$ cat config.mk
export PLATFORM = sky130hd
export DESIGN_NAME = countdown_timer_ctrl
export DESIGN_NICKNAME = d
export VERILOG_FILES = /design/src/rtl/countdown_timer_pkg.sv /design/src/rtl/countdown_timer_ctrl_counter.sv /design/src/rtl/countdown_timer_ctrl.sv
export SDC_FILE = /design/constraint.sdc
export NUM_CORES = 1
export LEC_CHECK = 0
export BUFFER_PORTS_ARGS = -buffer_cell sky130_fd_sc_hd__buf_2
export CORE_MARGIN = 3
export CORE_UTILIZATION = 44
export DETAILED_ROUTE_END_ITERATION = 7
export PLACE_DENSITY = 0.66
export RECOVER_POWER = 50
export SYNTH_ARGS = -nofsm -noshare
export SYNTH_HDL_FRONTEND = slang
export SYNTH_SLANG_ARGS = --single-unit
$ cat constraint.sdc
create_clock -name clk -period 2.88 [get_ports clk]
set_input_delay 0.432 -clock clk [delete_from_list [all_inputs] [get_ports clk]]
set_output_delay 0.432 -clock clk [all_outputs]
set_load 0.005 [all_outputs]
$ cat src/rtl/countdown_timer_pkg.sv
// Shared types and default sizes for the countdown timer controller.
package countdown_timer_pkg;

    typedef enum logic [2:0] {
        IDLE,
        ARMED,
        RUN,
        PAUSED,
        DONE
    } tmr_state_e;

    typedef enum logic {
        ONE_SHOT,
        AUTO_RELOAD
    } tmr_mode_e;

    localparam int DEFAULT_WIDTH   = 32;
    localparam int DEFAULT_PRESC_W = 8;

endpackage

$ cat src/rtl/countdown_timer_ctrl_counter.sv
// Loadable synchronous down counter; load takes precedence over decrement.
module sync_down_counter #(
    parameter int WIDTH = 32
) (
    input  logic             clk,
    input  logic             rst,
    input  logic             load,
    input  logic [WIDTH-1:0] load_val,
    input  logic             dec,
    output logic [WIDTH-1:0] q
);

    always_ff @(posedge clk) begin
        if (rst) begin
            q <= '0;
        end else if (load) begin
            q <= load_val;
        end else if (dec) begin
            q <= q - WIDTH'(1);
        end
    end

endmodule

$ cat src/rtl/countdown_timer_ctrl.sv
// Countdown/watchdog timer sequencer: config load, start/stop/clear, one-shot or auto-reload, expire pulse and sticky irq.
// Optional tick prescaler is enabled by defining COUNTDOWN_PRESCALE_EN.
module countdown_timer_ctrl
    import countdown_timer_pkg::*;
#(
`ifdef COUNTDOWN_PRESCALE_EN
    parameter int PRESC_W = DEFAULT_PRESC_W,
`endif
    parameter int WIDTH   = DEFAULT_WIDTH
) (
    input  logic               clk,
    input  logic               rst,
    input  logic               cfg_valid,
    output logic               cfg_ready,
    input  logic [WIDTH-1:0]   cfg_load_val,
    input  logic               cfg_autoload,
`ifdef COUNTDOWN_PRESCALE_EN
    input  logic [PRESC_W-1:0] cfg_presc,
`endif
    input  logic               start,
    input  logic               stop,
    input  logic               clear,
    input  logic               irq_ack,
    output logic [WIDTH-1:0]   count_o,
    output logic               busy,
    output logic               expire_pulse,
    output logic               irq
);

    tmr_state_e       state;
    tmr_state_e       state_nxt;
    tmr_mode_e        mode;
    logic [WIDTH-1:0] reload;
    logic [WIDTH-1:0] count;
    logic [WIDTH-1:0] cnt_load_val;
    logic             cnt_load;
    logic             cnt_dec;
    logic             cfg_fire;
    logic             tick;
    logic             expire;

    assign cfg_ready = (state != RUN);
    assign cfg_fire  = cfg_valid && cfg_ready;
    assign busy      = (state == RUN);
    assign count_o   = count;

    sync_down_counter #(
        .WIDTH(WIDTH)
    ) u_counter (
        .clk      (clk),
        .rst      (rst),
        .load     (cnt_load),
        .load_val (cnt_load_val),
        .dec      (cnt_dec),
        .q        (count)
    );

    // clear beats config, config beats start; stop beats the tick inside RUN.
    always_comb begin
        state_nxt    = state;
        cnt_load     = 1'b0;
        cnt_load_val = '0;
        cnt_dec      = 1'b0;
        expire       = 1'b0;
        if (clear) begin
            state_nxt = IDLE;
            cnt_load  = 1'b1;
        end else if (cfg_fire) begin
            state_nxt    = ARMED;
            cnt_load     = 1'b1;
            cnt_load_val = cfg_load_val;
        end else begin
            unique case (state)
                ARMED, PAUSED: begin
                    if (start) begin
                        state_nxt = RUN;
                    end
                end
                RUN: begin
                    if (stop) begin
                        state_nxt = PAUSED;
                    end else if (tick) begin
                        if (count <= WIDTH'(1)) begin
                            expire   = 1'b1;
                            cnt_load = 1'b1;
                            if (mode == AUTO_RELOAD) begin
                                cnt_load_val = reload;
                            end else begin
                                state_nxt = DONE;
                            end
                        end else begin
                            cnt_dec = 1'b1;
                        end
                    end
                end
                default: begin
                end
            endcase
        end
    end

    always_ff @(posedge clk) begin
        if (rst) begin
            state        <= IDLE;
            mode         <= ONE_SHOT;
            reload       <= '0;
            expire_pulse <= 1'b0;
            irq          <= 1'b0;
        end else begin
            state        <= state_nxt;
            expire_pulse <= expire;
            if (cfg_fire && !clear) begin
                reload <= cfg_load_val;
                mode   <= tmr_mode_e'(cfg_autoload);
            end
            // A fresh expiry must survive a simultaneous acknowledge.
            if (expire) begin
                irq <= 1'b1;
            end else if (irq_ack) begin
                irq <= 1'b0;
            end
        end
    end

`ifdef COUNTDOWN_PRESCALE_EN
    logic [PRESC_W-1:0] presc_cnt;
    logic [PRESC_W-1:0] presc_reload;

    // Prescaler restarts a full period on every RUN entry and freezes outside RUN.
    always_ff @(posedge clk) begin
        if (rst) begin
            presc_cnt    <= '0;
            presc_reload <= '0;
        end else if (clear) begin
            presc_cnt <= presc_cnt;
        end else if (cfg_fire) begin
            presc_cnt    <= cfg_presc;
            presc_reload <= cfg_presc;
        end else if (state != RUN && state_nxt == RUN) begin
            presc_cnt <= presc_reload;
        end else if (state == RUN && !stop) begin
            presc_cnt <= (presc_cnt == '0) ? presc_reload : presc_cnt - PRESC_W'(1);
        end
    end

    assign tick = (state == RUN) && (presc_cnt == '0);
`else
    assign tick = (state == RUN);
`endif

endmodule

# == Word-level counts from Yosys, hierarchy flattened ==
# Index checks and enable logic that the tools add are counted.
# classes
add_sub_neg,1
n_lt_le_gt_ge,1
n_eq_ne,10
muxes,28
n_reduce_logical,12
# op_table
cell,count
two-way mux 32 bit,8
"less-or-equal comparator 32 x 1 -> 1 bit, second input constant",1
"subtractor 32 x 1 -> 32 bit, second input constant",1
two-way mux 1 bit,15
two-way mux 3 bit,4
AND reduction 4 bit,2
"equality test 3 x 2 -> 1 bit, second input constant",2
"!= test 3 x 2 -> 1 bit, second input constant",2
"!= test 3 bit, second input constant",2
case mux 3 bit (2 select lines),1
nonzero test 2 bit,3
"!= test 4 x 2 -> 1 bit, second input constant",1
"!= test 4 x 3 -> 1 bit, second input constant",1
OR reduction 2 bit,2
"equality test 3 x 1 -> 1 bit, second input constant",1
nonzero test 3 bit,1
OR reduction 3 bit,1
logical AND 1 bit,2
"!= test 2 bit, second input constant",1
logical NOT 1 bit,1
# word_totals
register_bits,70
input_bits,40
output_inout_bits,36
wordCells,59

# == Depth between registers and ports, before layout ==
# Gate-level depths: netlist of run 1.
# logic_depth
depth_word,8
mapped_depth,9
ltp_nobuf,8

# == Hierarchy ==
# Synthesis of run 1 repeated with hierarchy kept, for this count alone.
# hier_totals
cells_unflattened,452
hier_area_um2,3689.8
# by_module_without_submodules
module,n_inst,cells_per_inst,area_per_inst_um2,seq_area_each_um2
countdown_timer_ctrl,1,228,1854.3,760.7
sync_down_counter,1,224,1835.5,640.6

# == Worst setup path before layout of run 1 ==
# OpenSTA, ideal clock, no wires.
# synth_timing
path_type,reg2reg
start,register u_counter.q[24]
end,register u_counter.q[9]
setup_time_ps,103
t_arrival_ps,2507
required_ps,2777
setup_slack_ps,270
stages_incl_launch_ff,9
path_buffers,2
period_less_slack_ps,2610
path_cell_list,dfxtp_1 -> or4_4 -> or4_1 -> buf_2 -> or4_1 -> buf_6 -> nor2_8 -> a21oi_2 -> a2111oi_2
# synth_between
elab_chain_len,7
elab_cells_between_ends,18
classes_between,order compare (1); mux (16); reduce/logical (1)
# synth_lines
item,line_no,text
"start, declared",countdown_timer_ctrl_counter.sv:10,output logic [WIDTH-1:0] q
"start signal, assigned",countdown_timer_ctrl_counter.sv:17,q <= load_val;
"start signal, assigned",countdown_timer_ctrl_counter.sv:19,q <= q - WIDTH'(1);
less-or-equal comparator 32 x 1 -> 1 bit (*),countdown_timer_ctrl.sv:83,if (count <= WIDTH'(1)) begin
two-way mux 32 bit or two-way mux 1 bit (tied branches),countdown_timer_ctrl.sv:83,
two-way mux 32 bit or two-way mux 1 bit (tied branches),countdown_timer_ctrl.sv:80,if (stop) begin
two-way mux 32 bit or two-way mux 1 bit (tied branches),countdown_timer_ctrl.sv:73,unique case (state)
two-way mux 32 bit or two-way mux 1 bit (tied branches),countdown_timer_ctrl.sv:68,end else if (cfg_fire) begin
two-way mux 32 bit or two-way mux 1 bit (tied branches),countdown_timer_ctrl.sv:65,if (clear) begin
two-way mux 32 bit or nonzero test 2 bit (tied branches),-,
# Every way passes the cells marked *; elsewhere a longest branch is shown, timed or not.
# A chain may end at the register's enable or synchronous reset.

# == Worst setup path in the final report of run 1 ==
# layout_timing
start,register u_counter.q[25]
end,register u_counter.q[0]
# The elaborated chain is that of the path after synthesis.

==> results.sh, run 1 <==
export IMPL_num_vias=4271
export IMPL_drv_cap=0
export IMPL_combinationalPowerShare_pct=19.9
export IMPL_swShare_pct=29.75
export IMPL_grt_pass1_wl_um=21280
export IMPL_grtUsageMet1_pct=39.04
export IMPL_htreeDepth=3
export IMPL_drtPass1Iterations=5
export IMPL_final_area_um2=4618
export IMPL_clk_pin_slew_worst_paths_ns=0.08
export IMPL_synth_cell_types=61
export IMPL_io_pins=76
export IMPL_rows=33
export IMPL_timing_final_crit_share_pct=94.89
export IMPL_worst_endpoint_required_ns=3.15
export IMPL_tightest_slew_ns=0.8975
export IMPL_crit_family="simple AND/OR/NAND/NOR gates"
export IMPL_p_switching_mw=0.7246
export IMPL_drtIter0Drc=353
export IMPL_power_frac_clock_pct=36.6
export IMPL_place_area_um2=4427
export IMPL_postCtsSetupRepairBufs=0
export IMPL_cp_arrival_ns=3.00
export IMPL_finalPower_mw=2.436
export IMPL_ant_nets=0
export IMPL_cp_max_fo=10
export IMPL_ys_async_sr_fraction_pct=0
export IMPL_skew_ns=0.006566
export IMPL_drv_slew=0
export IMPL_finalHoldViolations=0
export IMPL_synth_most_common_cell="nand2_1"
export IMPL_syn_to_final_growth_pct=21.90
export IMPL_netlist_area_um2=3789
export IMPL_path_cells="or4_4 -> or4_1 -> buf_4 -> or4_1 -> nand3_1 -> o21ai_1 -> a211oi_1"
export IMPL_grt_ovfl_total=0
export IMPL_drive_gt1_share_pct=22.15
export IMPL_root_buffer="clkbuf_8"
export IMPL_viasPerCell=6.093
export IMPL_path_buf_inv=1
export IMPL_synth_area_leaders="dfxtp_1, nand2_1, a21oi_1, nor2_1, nor3_1"
export IMPL_rsz0062_at_grt="no"
export IMPL_ys_top_cells_by_count="nand2_1, dfxtp_1, a21oi_1"
export IMPL_grtUsageMet3_pct=4.529
export IMPL_dieWidth_um=98.79
export IMPL_insertion_delay_ns=0.36
export IMPL_startpoint_type="flip-flop"
export IMPL_synth_flop_cell="dfxtp_1"
export IMPL_dp_hpwl_um=9527
export IMPL_cp_slowest_stage_delay_ns=0.65
export IMPL_p_leak_nw=1.849
export IMPL_routed_wl_um=13460
export IMPL_hp_class="in2reg"
export IMPL_postSynthAreaPerCell_um2=7.502
export IMPL_drc=0
export IMPL_syn_nets=547
export IMPL_use_met2_pct=41.94
export IMPL_cts_tree="built"
export IMPL_ir_worst_vdd_v=0.0002449
export IMPL_portBuffers=75
export IMPL_cts_max_path_buffers=2
export IMPL_status="finished clean"
export IMPL_grt_max_degree=42
export IMPL_fmax_mhz=365.9
export IMPL_fin_crit_ns=2.733
export IMPL_critPathSlowestCell="or4_1"
export IMPL_fin_nets=633
export IMPL_timing_critical_path_mode_cell="or4_1"
export IMPL_worstSetupEndpointType="flip-flop"
export IMPL_synth_top_area_share_pct=36.99
export IMPL_grt_usage_pct=27.65
export IMPL_synth_largest_area_cell="dfxtp_1"
export IMPL_gr_max_usage_layer="met2"
export IMPL_max_slew_margin_rel_pct=40.17
export IMPL_yosysWarnings=0
export IMPL_fin_hold_ws_ns=0.3164
export IMPL_seq_power_share_pct=43.6
export IMPL_setup_violations=0
export IMPL_synthCells=505
export IMPL_synth_seq_cells=70
export IMPL_cts_hold_buf=0
export IMPL_place_congestion=0.9750
export IMPL_cellInternalPower_mw=1.711
export IMPL_p_per_area_nw_per_um2=527.4
export IMPL_cts_buffers=9
export IMPL_initial_core_util_pct=45.65
export IMPL_cts_resized=0
export IMPL_n_antenna_cell=0
export IMPL_ys_seq_area_share_pct=36.99
export IMPL_die_area_um2=9759
export IMPL_fin_util_pct=55.65
export IMPL_antenna_found_initial=0
export IMPL_wire_per_inst_um=19.20
export IMPL_path_class="reg2reg"
export IMPL_synth_edf_count=0
export IMPL_cts_sinks=70
export IMPL_setup_tns_final_ns=0
export IMPL_core_um2=8299
export IMPL_fillers=842
export IMPL_first_global_vias=4005
export IMPL_die_y_um=98.79
==> routing by layer <==
metal | routed length (µm) | vias up
met2 | 6003 | 224
met3 | 1146 | 29
met1 | 5932 | 1995
met5 | 0 | -
li1 | - | 2023
met4 | 377 | 0
==> metrics by stage <==
stage | cells | setup slack [ns]
6_report | 701 | 0.1472
5_1_grt | 701 | 0.01139
4_1_cts | 701 | 0.06065
3_5_place_dp | 685 | 0.08182
3_3_place_gp | 685 | 0.1318
2_1_floorplan | 505 | 0.2696
==> logic make-up after synthesis <==
| kind of cell | share of synthesized area (%) |
|---|---|
| and+or+nand+nor | 32.40 |
| AOI/OAI and AO/OA | 23.91 |
| DFF | 36.99 |
| buffers and inverters | 4.359 |
| xor gates and xnor gates | 1.156 |
| muxes | 0.5284 |
| adders and majority gates | 0.6604 |
==> cells in the final DEF, fill, tap and decap left out, types with 3 or more instances in the layout <==
master / count
buf_2: 65
a221oi_1: 5
o211ai_1: 4
clkbuf_8: 10
and3_1: 6
xnor2_1: 4
nor3_1: 23
nor2_1: 43
nor4_1: 12
a21oi_1: 55
a31oi_1: 10
or2_2: 4
nand4_1: 7
a211oi_1: 6
a21o_1: 4
o21ai_0: 12
nand2_1: 98
or4_1: 9
inv_1: 7
clkbuf_1: 16
o22ai_1: 7
nand3_1: 19
dfxtp_1: 70
buf_4: 29
or3_1: 7
o311a_1: 3
==> layout make-up <==
cell class,instances,area [µm²],share of cell area [%]
Tap cell,105,131.4,2.845
Sequential cell,70,1401,30.34
Multi-Input combinational cell,394,2243,48.58
Clock buffer,12,145.1,3.143
Inverter,7,26.28,0.5690
Timing Repair Buffer,109,600.6,13.00
Clock inverter,4,70.07,1.517
==> power by group through the flow <==
stage	Combinational (mW)	Clock, mW	Sequential [mW]
final	0.484	0.891	1.06
after global routing	0.530	0.940	1.07
after CTS	0.484	0.898	1.06
after detailed placement	0.482	0	1.08
after global placement	0.477	0	1.08
after floorplan	0.282	0	1.08
==> flip-flops by register name, summed over array words and instances (netlist names) <==
signal        cells
irq               1
mode              1
state             3
u_counter.q      32
reload           32
expire_pulse      1
==> worst paths after layout <==
check / start / end / slack, ns / depth (start not counted)
worst min-delay path: cfg_load_val[3] / reload[3]$_SDFFE_PP0P_ / 0.32 / 3
worst max register to register: u_counter.q[25]$_SDFFE_PP0P_ / u_counter.q[0]$_SDFFE_PP0P_ / 0.15 / 7
worst min register to register: reload[28]$_SDFFE_PP0P_ / reload[28]$_SDFFE_PP0P_ / 0.46 / 2
worst max-delay path: u_counter.q[25]$_SDFFE_PP0P_ / u_counter.q[0]$_SDFFE_PP0P_ / 0.15 / 7
==> worst reg2reg max path, delay by kind of cell, from the launching register on <==
kind | cells | cell delay (ns)
AO/OA/AOI/OAI | 2 | 0.29
flip-flops | 1 | 0.35
buffers and inverters | 1 | 0.19
AND/OR/NAND/NOR | 4 | 1.81
(Power assumes the default switching activity.)
==> inputs of run 2 (changes only) <==
--- a/config.mk
+++ b/config.mk
@@ -9,7 +9,7 @@
 export CORE_MARGIN = 3
 export CORE_UTILIZATION = 44
 export DETAILED_ROUTE_END_ITERATION = 7
-export PLACE_DENSITY = 0.66
+export PLACE_DENSITY = 0.7
 export RECOVER_POWER = 50
 export SYNTH_ARGS = -nofsm -noshare
 export SYNTH_HDL_FRONTEND = slang
==> run 2 against run 1 <==
Global-route usage barely moved; largest power group unchanged; worst hold slack gained 0.0093 ns; worst setup slack got worse by 0.022 ns; total power fell by 2.8%; design area is 0.87% lower; first-iteration DRC count increased by 12%; register-to-register slack worse by 0.02 ns; highest routed layer unchanged.
==> results.sh, run 2 (synthesis gave the netlist of run 1 again) <==
export IMPL_reg_largest_list="reload: 32 flops, u_counter.q: 32 flops, state: 3 flops"
export IMPL_p_leak_nw=1.804
export IMPL_syn_to_final_growth_pct=20.84
export IMPL_status="finished clean"
export IMPL_place_area_um2=4427
export IMPL_clk_pin_slew_worst_paths_ns=0.08
export IMPL_cts_tree="built"
export IMPL_core_um2=8299
export IMPL_antenna_found_initial=0
export IMPL_fin_crit_ns=2.755
export IMPL_cp_max_fo=9
export IMPL_max_slew_margin_rel_pct=34.47
export IMPL_grt_pass1_wl_um=21460
export IMPL_hp_class="in2reg"
export IMPL_num_vias=4286
export IMPL_drv_slew=0
export IMPL_fin_nets=633
export IMPL_startpoint_type="flip-flop"
export IMPL_root_buffer="clkbuf_8"
export IMPL_seq_area_um2=1401
export IMPL_dp_cells=685
export IMPL_setup_violations=0
export IMPL_drtPass1Iterations=5
export IMPL_stdcell_count=701
export IMPL_die_y_um=98.79
export IMPL_ir_worst_vdd_v=0.0002627
export IMPL_worst_endpoint_required_ns=3.11
export IMPL_htreeDepth=3
export IMPL_cts_max_path_buffers=2
export IMPL_skew_ns=0.006249
export IMPL_grt_usage_pct=27.61
export IMPL_die_area_um2=9759
export IMPL_ant_nets=0
export IMPL_worst_slack_ns=0.1252
export IMPL_layout_common_cells="nand2_1, dfxtp_1, buf_2, a21oi_1, nor2_1"
export IMPL_rows=33
export IMPL_rsz0062_at_grt="no"
export IMPL_dp_hpwl_um=9455
export IMPL_postCtsSetupRepairBufs=0
export IMPL_fmax_mhz=363.0
export IMPL_grt_ovfl_total=0
export IMPL_drtIter0Drc=395
export IMPL_routed_wl_um=13430
export IMPL_drv_cap=0
export IMPL_path_class="reg2reg"
export IMPL_drive_gt1_share_pct=20.30
export IMPL_cts_sinks=70
export IMPL_final_area_um2=4578
export IMPL_fin_hold_ws_ns=0.3258
export IMPL_place_congestion=0.9636
export IMPL_first_global_vias=4090
export IMPL_viasPerCell=6.114
export IMPL_worstSetupEndpointType="flip-flop"
export IMPL_tightest_slew_ns=0.9830
export IMPL_initial_core_util_pct=45.65
export IMPL_post_place_ws_ns=0.1027
export IMPL_wire_per_inst_um=19.16
export IMPL_dieWidth_um=98.79
export IMPL_fillers=827
export IMPL_multi_input_area_um2=2242
export IMPL_drc=0
export IMPL_cp_arrival_ns=2.99
export IMPL_fin_util_pct=55.16
export IMPL_io_pins=76
export IMPL_final_common_cell="nand2_1"
export IMPL_finalPower_mw=2.367
export IMPL_p_per_area_nw_per_um2=517.1
export IMPL_insertion_delay_ns=0.35
export IMPL_timing_final_crit_share_pct=95.65
export IMPL_cts_buffers=9
export IMPL_finalHoldViolations=0
export IMPL_setup_tns_final_ns=0
export IMPL_n_antenna_cell=0
export IMPL_grt_max_degree=33
export IMPL_portBuffers=75
## run 2: layout make-up
| cell class | count | area share (%) |
|---|---|---|
| multi-input cells | 394 | 48.98 |
| inverters | 7 | 0.5739 |
| flip-flops and latches | 70 | 30.61 |
| repair buffers | 109 | 12.60 |
| clock buffers | 12 | 3.389 |
| well taps | 105 | 2.870 |
| clock inverters | 4 | 0.9839 |
## run 2: per-layer routing
layer  global-route usage (%)  vias to the layer above  part of all wire [%]
met2                    41.32                      236                    44
met1                    38.38                     1992                    44
met5                        0                        -                     0
met3                    5.803                       35                   8.8
met4                    11.97                        0                   2.9
li1                         -                     2023                     -
## run 2: power by group
group | internal, mW | switching, mW | total (mW)
Sequential | 1.01 | 0.0454 | 1.06
Combinational | 0.182 | 0.301 | 0.483
Clock | 0.444 | 0.381 | 0.825
Total | 1.64 | 0.728 | 2.37
## run 2: worst paths after layout
path,startpoint,to,slack (ns),cells after the start
max reg2reg,u_counter.q[0]$_SDFFE_PP0P_,u_counter.q[15]$_SDFFE_PP0P_,0.13,6
min,cfg_load_val[30],reload[30]$_SDFFE_PP0P_,0.33,3
min reg2reg,reload[1]$_SDFFE_PP0P_,reload[1]$_SDFFE_PP0P_,0.45,2
max,u_counter.q[0]$_SDFFE_PP0P_,u_counter.q[15]$_SDFFE_PP0P_,0.13,6
## run 2: what timing repair did
| action | 4_1_cts | 5_1_grt |
|---|---|---|
| gates resized for setup | 0 | 2 |
| setup endpoints to repair | 0 | 12 |
| hold buffers | 0 | 0 |
## run 2: worst max-delay path, stage by stage, from the launching register on
cell	delay, ns
dfxtp_1	0.37
or4_1	0.61
or4b_1	0.75
nand2b_1	0.29
or4_1	0.44
o21ai_0	0.09
a21oi_1	0.10
